`src/rtl/demux_ex_if.sv`:
```
// Handshake bundle for the 1-to-2 demux: one sender port, two consumer ports and the debug counters.
// master = sender/consumer side, slave = the demux itself.
interface demux_ex_if #(
    parameter int DATA_W = 32,
    parameter int CNT_W  = 16
);
    logic [DATA_W-1:0] entrada;
    logic              sel;
    logic              entrada_valid;
    logic              entrada_ready;
    logic [DATA_W-1:0] salida_0;
    logic              salida_0_valid;
    logic              salida_0_ready;
    logic [DATA_W-1:0] salida_1;
    logic              salida_1_valid;
    logic              salida_1_ready;
    logic [CNT_W-1:0]  cuenta_0;
    logic [CNT_W-1:0]  cuenta_1;

    modport master (
        output entrada, sel, entrada_valid, salida_0_ready, salida_1_ready,
        input  entrada_ready, salida_0, salida_0_valid, salida_1, salida_1_valid,
        input  cuenta_0, cuenta_1
    );

    modport slave (
        input  entrada, sel, entrada_valid, salida_0_ready, salida_1_ready,
        output entrada_ready, salida_0, salida_0_valid, salida_1, salida_1_valid,
        output cuenta_0, cuenta_1
    );
endinterface

```
`src/rtl/demux_ex.sv`:
```
// Registered 1-to-2 demux with one holding register per channel; accepted word visible 1 cycle later.
// Backpressure is per channel: only inputs steered to a stalled channel see entrada_ready=0.
module demux_ex #(
    parameter int DATA_W = 32,
    parameter int CNT_W  = 16
) (
    input  logic        clk,
    input  logic        reset,
    demux_ex_if.slave   bus
);
    logic [DATA_W-1:0] dat0_q, dat0_d, dat1_q, dat1_d;
    logic              vld0_q, vld0_d, vld1_q, vld1_d;
    logic [CNT_W-1:0]  cnt0_q, cnt0_d, cnt1_q, cnt1_d;
    logic              free0, free1, acc0, acc1, dlv0, dlv1;

    // A channel is free when empty or draining this cycle; ready never looks at entrada_valid.
    assign free0 = !vld0_q || bus.salida_0_ready;
    assign free1 = !vld1_q || bus.salida_1_ready;
    assign bus.entrada_ready = bus.sel ? free1 : free0;

    assign acc0 = bus.entrada_valid && !bus.sel && free0;
    assign acc1 = bus.entrada_valid &&  bus.sel && free1;
    assign dlv0 = vld0_q && bus.salida_0_ready;
    assign dlv1 = vld1_q && bus.salida_1_ready;

    always_comb begin
        dat0_d = dat0_q;
        vld0_d = vld0_q;
        cnt0_d = cnt0_q;
        dat1_d = dat1_q;
        vld1_d = vld1_q;
        cnt1_d = cnt1_q;

        if (acc0) begin
            dat0_d = bus.entrada;
            vld0_d = 1'b1;
        end else if (dlv0) begin
            vld0_d = 1'b0;
        end
        if (dlv0) cnt0_d = cnt0_q + 1'b1;

        if (acc1) begin
            dat1_d = bus.entrada;
            vld1_d = 1'b1;
        end else if (dlv1) begin
            vld1_d = 1'b0;
        end
        if (dlv1) cnt1_d = cnt1_q + 1'b1;
    end

    always_ff @(posedge clk or posedge reset) begin
        if (reset) begin
            dat0_q <= '0;
            vld0_q <= 1'b0;
            cnt0_q <= '0;
            dat1_q <= '0;
            vld1_q <= 1'b0;
            cnt1_q <= '0;
        end else begin
            dat0_q <= dat0_d;
            vld0_q <= vld0_d;
            cnt0_q <= cnt0_d;
            dat1_q <= dat1_d;
            vld1_q <= vld1_d;
            cnt1_q <= cnt1_d;
        end
    end

    assign bus.salida_0       = dat0_q;
    assign bus.salida_0_valid = vld0_q;
    assign bus.cuenta_0       = cnt0_q;
    assign bus.salida_1       = dat1_q;
    assign bus.salida_1_valid = vld1_q;
    assign bus.cuenta_1       = cnt1_q;
endmodule

```
`src/flat_wrapper.sv`:
```
// flat-port wrapper written by rule: the top's interface ports become plain ports
module demux_ex_flat 
#(
    parameter int DATA_W = 32,
    parameter int CNT_W  = 16
)
  (clk, reset, bus_entrada, bus_sel, bus_entrada_valid, bus_salida_0_ready, bus_salida_1_ready, bus_entrada_ready, bus_salida_0, bus_salida_0_valid, bus_salida_1, bus_salida_1_valid, bus_cuenta_0, bus_cuenta_1);
  demux_ex_if #(.DATA_W(DATA_W), .CNT_W(CNT_W)) bus_i ();
  input  logic clk;
  input  logic reset;
  input wire logic [$bits(bus_i.entrada)-1:0] bus_entrada;
  input wire logic [$bits(bus_i.sel)-1:0] bus_sel;
  input wire logic [$bits(bus_i.entrada_valid)-1:0] bus_entrada_valid;
  input wire logic [$bits(bus_i.salida_0_ready)-1:0] bus_salida_0_ready;
  input wire logic [$bits(bus_i.salida_1_ready)-1:0] bus_salida_1_ready;
  output wire logic [$bits(bus_i.entrada_ready)-1:0] bus_entrada_ready;
  output wire logic [$bits(bus_i.salida_0)-1:0] bus_salida_0;
  output wire logic [$bits(bus_i.salida_0_valid)-1:0] bus_salida_0_valid;
  output wire logic [$bits(bus_i.salida_1)-1:0] bus_salida_1;
  output wire logic [$bits(bus_i.salida_1_valid)-1:0] bus_salida_1_valid;
  output wire logic [$bits(bus_i.cuenta_0)-1:0] bus_cuenta_0;
  output wire logic [$bits(bus_i.cuenta_1)-1:0] bus_cuenta_1;
  assign bus_i.entrada = bus_entrada;
  assign bus_i.sel = bus_sel;
  assign bus_i.entrada_valid = bus_entrada_valid;
  assign bus_i.salida_0_ready = bus_salida_0_ready;
  assign bus_i.salida_1_ready = bus_salida_1_ready;
  assign bus_entrada_ready = bus_i.entrada_ready;
  assign bus_salida_0 = bus_i.salida_0;
  assign bus_salida_0_valid = bus_i.salida_0_valid;
  assign bus_salida_1 = bus_i.salida_1;
  assign bus_salida_1_valid = bus_i.salida_1_valid;
  assign bus_cuenta_0 = bus_i.cuenta_0;
  assign bus_cuenta_1 = bus_i.cuenta_1;
  demux_ex #(.DATA_W(DATA_W), .CNT_W(CNT_W)) u_core (.clk(clk), .reset(reset), .bus(bus_i));
endmodule
```
`config.mk`:
```
export PLATFORM = sky130hd
export DESIGN_NAME = demux_ex_flat
export DESIGN_NICKNAME = d
export VERILOG_FILES = /design/src/rtl/demux_ex_if.sv /design/src/rtl/demux_ex.sv /design/src/flat_wrapper.sv
export SDC_FILE = /design/constraint.sdc
export NUM_CORES = 1
export LEC_CHECK = 0
export CAP_MARGIN = 20
export CORE_MARGIN = 4
export CORE_UTILIZATION = 40
export CTS_CLUSTER_SIZE = 14
export DETAILED_ROUTE_END_ITERATION = 10
export PLACE_DENSITY_LB_ADDON = 0.08
export RECOVER_POWER = 100
export SETUP_SLACK_MARGIN = 0.02
export SLEW_MARGIN = 20
export SYNTH_ARGS = -nofsm -noshare
export SYNTH_HDL_FRONTEND = slang
export SYNTH_SLANG_ARGS = --single-unit
export TNS_END_PERCENT = 10
```
`constraint.sdc`:
```
create_clock -name clk -period 2.95 [get_ports clk]
set_clock_uncertainty 0.15 [all_clocks]
set_input_delay 0.295 -clock clk [delete_from_list [all_inputs] [get_ports clk]]
set_output_delay 0.295 -clock clk [all_outputs]
set_load 0.05 [all_outputs]
```
# --- Yosys cells after proc, flatten, opt, wreduce, memory -nomap -nowiden ---
# Cells that the tools add are included.
word_totals:
  register_bits: 98
  input_bits: 38
  output_inout_bits: 99
  elab_cells: 26
classes:
  n_addsub: 2
  mux: 5
  n_reduce_logical: 13
ops:
  columns: ["cell", "count"]
  rows:
  - ["$add 16x1->16 const B", 2]
  - ["$logic_and 1x1->1", 6]
  - ["$mux 1", 5]
  - ["$reduce_bool 2->1", 2]
  - ["$logic_not 1->1", 3]
  - ["$logic_or 1x1->1", 2]

# --- Depth between registers and ports, before layout ---
depth:
  word_depth: 4
  ltp_mapped: 5
  mapped_depth_nobuf: 5

# --- Worst setup path after synthesis ---
# OpenSTA, ideal clock, no wires.
synth_timing:
  kind: "register to output"
  start: "register u_core.vld1_q (netlist: u_core.bus.salida_1_valid)"
  end: "output port bus_entrada_ready"
  arrival_ns: 1.619
  required_time_ns: 2.505
  setup_slack_ns: 0.886
  path_stages_with_launch: 3
  path_buffers: 0
  path_cell_list: "dfrtp_1 nor2b_1 a21oi_1"
synth_between:
  elab_chain_cells: 3
synth_lines:
  columns: ["item", "line", "source"]
  rows:
  - ["start: declaration", "demux_ex.sv:12", "logic vld0_q, vld0_d, vld1_q, vld1_d;"]
  - ["start signal: assignment", "demux_ex.sv:64", "vld1_q <= vld1_d;"]
  - ["$logic_not 1->1", "demux_ex.sv:18", "assign free1 = !vld1_q || bus.salida_1_ready;"]
  - ["$logic_or 1x1->1", "demux_ex.sv:18", null]
  - ["$mux 1", "demux_ex.sv:19", "assign bus.entrada_ready = bus.sel ? free1 : free0;"]
  - ["end: declaration", "flat_wrapper.sv:16", "output wire logic [$bits(bus_i.entrada_ready)-1:0] bus_entrada_ready;"]
# Every way passes these cells.

# --- Worst setup path in the final report ---
layout_timing:
  start: "input port bus_salida_1_ready"
  end: "output port bus_entrada_ready"
layout_between:
  elab_chain_cells: 2
layout_lines:
  columns: ["item", "line", "source"]
  rows:
  - ["start: declaration", "flat_wrapper.sv:15", "input wire logic [$bits(bus_i.salida_1_ready)-1:0] bus_salida_1_ready;"]
  - ["$logic_or 1x1->1", "demux_ex.sv:18", null]
  - ["$mux 1", "demux_ex.sv:19", null]
# Every way passes these cells.

==> impl_metrics.ini <==
[drt]
via_per_inst = 4.76
drcViolationCount = 0
wire_per_inst_um = 15.6
drt_iter0_markers = 48
routed_wl_mm = 8.44
num_vias = 2580
dr.pass1.iters = 5
antenna_left = 0

[clock_network]
clkTransAtPathRegs_ns = 0.09
post_cts_buffers = 0
cts.path.max_buffers = 2
htreeDepth = 3
cts_sinks = 98
cts_tree = yes
holdBufCountCts = 0
cts_repair_resize_count = 0
cts_root_buffer = clkbuf_8
clk_latency_ns = 0.34
cts_buffers = 9

[synth]
synth.most_common_cell = dfrtp_1
netlist_area_um2 = 3880
synth-seq-area-share_pct = 63.2
syn_avg_cell_area_um2 = 14.7
synth_top_cells_by_area = dfrtp_1 63%, mux2_2 19%, xnor2_1 4.5%
synth_nets = 303
ys_seq_elements = 98
synth_common_cells = 98 x dfrtp_1, 64 x mux2_2, 20 x xnor2_1, 11 x nand2_1
yosys_warnings = 0
synthCells = 263
synth_top_area_cell = dfrtp_1
synth_edf_count = 0
yosys.cell_types.count = 26
ys.flop_type = dfrtp_1
synth_top_area_share_pct = 63.2
synth_async_sr_flop_share_pct = 100

[critical_path]
reg2reg_slack_ns = 0.58
required_ns = 2.51
reg2reg_depth = 4
path_depth = 4
crit_chain = dlygate4sd3_1 -> nor2b_1 -> a21oi_1 -> dlygate4sd3_1
max_stage_delay_ns = 0.78
path_buf_inv = 2
crit_path_frequent_cell = dlygate4sd3_1
critPathKind = in2out
critPathArrivalTime_ns = 2.14
critPathTopFamily = buffers and inverters
path_max_fanout = 4
start_kind = input pin
slowest_stage = dlygate4sd3_1
critPathCaptureType = output port

[timing]
final.setup.tns_ns = 0
period_share_pct = 87.5
slew_viol_final = 0
final_hold_viol_count = 0
max_freq_ghz = 0.388
period_minus_slack_ns = 2.58
rsz0062_at_grt = false
fin_ws_ns = 0.370
setup_viol = 0
worstMarginPinSlew_ns = 1.27
relSlewSlack_pct = 15.4

[layout]
finish.instance_area_um2 = 5570
n_fill_cell = 800
area_growth_pct = 43.7
drive_gt1_share_pct = 19.9
fin_nets = 450
insertedDiodeCount = 0
utilization_pct = 59.8
fin_cells = 542

[floorplan]
die_w_um = 106
core_um2 = 9330
die_area_um2 = 11300
io_pins = 137
initial_core_util_pct = 41.6
die_h_um = 106
row_count = 35

[grt]
grt_pass1_wl_mm = 14.2
grt_max_degree = 56
grt_usage_pct = 15.8
grt_overflow = 0
grt_pass1_vias = 2763
antenna_found_initial = 0

[place]
dp_slack_ns = 0.481
dp.cells = 528
dpl.hpwl_mm = 6.21
gp_congestion = 0.710
place_area_um2 = 5410
numPortBuffers = 136

[min_path]
hold_class = reg2reg
whs_path_depth = 1

[run_status]
status = completed

[power_and_ir_drop]
power_density_nw_per_um2 = 770
power.leakage_nw = 2.46
ir_drop_uv = 316

[job]
drv_cap = 0
kinds of logic (layout without fill, tap and decap cells):
family / count (synthesis) / after routing / share of synthesized area, %
DFF: 98 / 98 / 63.2
muxes: 66 / 66 / 19.2
and+or+nand+nor: 56 / 56 / 8.19
xor gates and xnor gates: 30 / 30 / 6.77
buffers and inverters: 9 / 159 / 1.74
adders and majority gates: 2 / 2 / 0.645
AOI/OAI and AO/OA: 2 / 2 / 0.258
area by class of cell:
type	count	area (um^2)	share of cell area, %
clock buffers	11	141	2.54
clock inverters	3	65.1	1.17
inverters	3	12.5	0.224
multi-input cells	156	1340	24.0
flip-flops and latches	98	2450	44.0
well taps	129	161	2.90
repair buffers	142	1410	25.2
worst paths after layout:
| kind | startpoint | endpoint |
|---|---|---|
| max reg2reg | u_core.bus.salida_1_valid$_DFFE_PP0P_ | u_core.bus.salida_1[12]$_DFFE_PP0P_ |
| max | bus_salida_1_ready | bus_entrada_ready |
| max in group asynchronous | reset | u_core.bus.salida_0[31]$_DFFE_PP0P_ |
| min reg2reg | u_core.bus.cuenta_1[15]$_DFFE_PP0P_ | u_core.bus.cuenta_1[15]$_DFFE_PP0P_ |
| min | u_core.bus.cuenta_1[15]$_DFFE_PP0P_ | u_core.bus.cuenta_1[15]$_DFFE_PP0P_ |
| min in group asynchronous | reset | u_core.bus.salida_1[22]$_DFFE_PP0P_ |
report_power, final:
part | leakage [nW] | internal [mW] | switching [mW] | total, mW
clock network | 0.105 | 0.491 | 0.417 | 0.909
logic | 1.15 | 0.539 | 1.11 | 1.65
registers | 1.21 | 1.57 | 0.163 | 1.74
total | 2.46 | 2.60 | 1.69 | 4.29
metrics by stage:
stage	power, mW	hold slack, ns
after floorplan	2.89	0.241
after global placement	3.52	0.310
after detailed placement	3.54	0.316
after CTS	4.46	0.149
after global routing	4.52	0.334
final	4.29	0.317
per-layer routing:
layer	routed length [um]	vias up	track usage, %
met4	74	0	4.93
met1	3600	1291	20.3
li1	-	1205	-
met3	677	7	5.16
met2	4080	77	25.3
met5	0	-	0
cells in the final DEF (no fill, tap or decap), types with 2 or more instances in the layout:
cell and instances:
and2_1 2, and3_1 6, bufinv_16 2, clkbuf_1 4, clkbuf_8 10, clkdlybuf4s50_1 33, dfrtp_1 98, dlygate4sd3_1 103
ha_1 2, inv_1 2, mux2_1 2, mux2_2 64, nand2_1 11, nand2b_1 2, nand3_1 11, nand4_1 9
nor2_1 8, nor3_1 2, xnor2_1 20, xor2_1 10
flip-flops by register name, indices dropped and copies added, names as in the netlist:
name / flops
u_core.bus.cuenta_0: 16
u_core.bus.salida_1: 32
u_core.bus.salida_0: 32
u_core.bus.salida_0_valid: 1
u_core.bus.salida_1_valid: 1
u_core.bus.cuenta_1: 16
No activity file was read; power rests on OpenSTA's default activity.
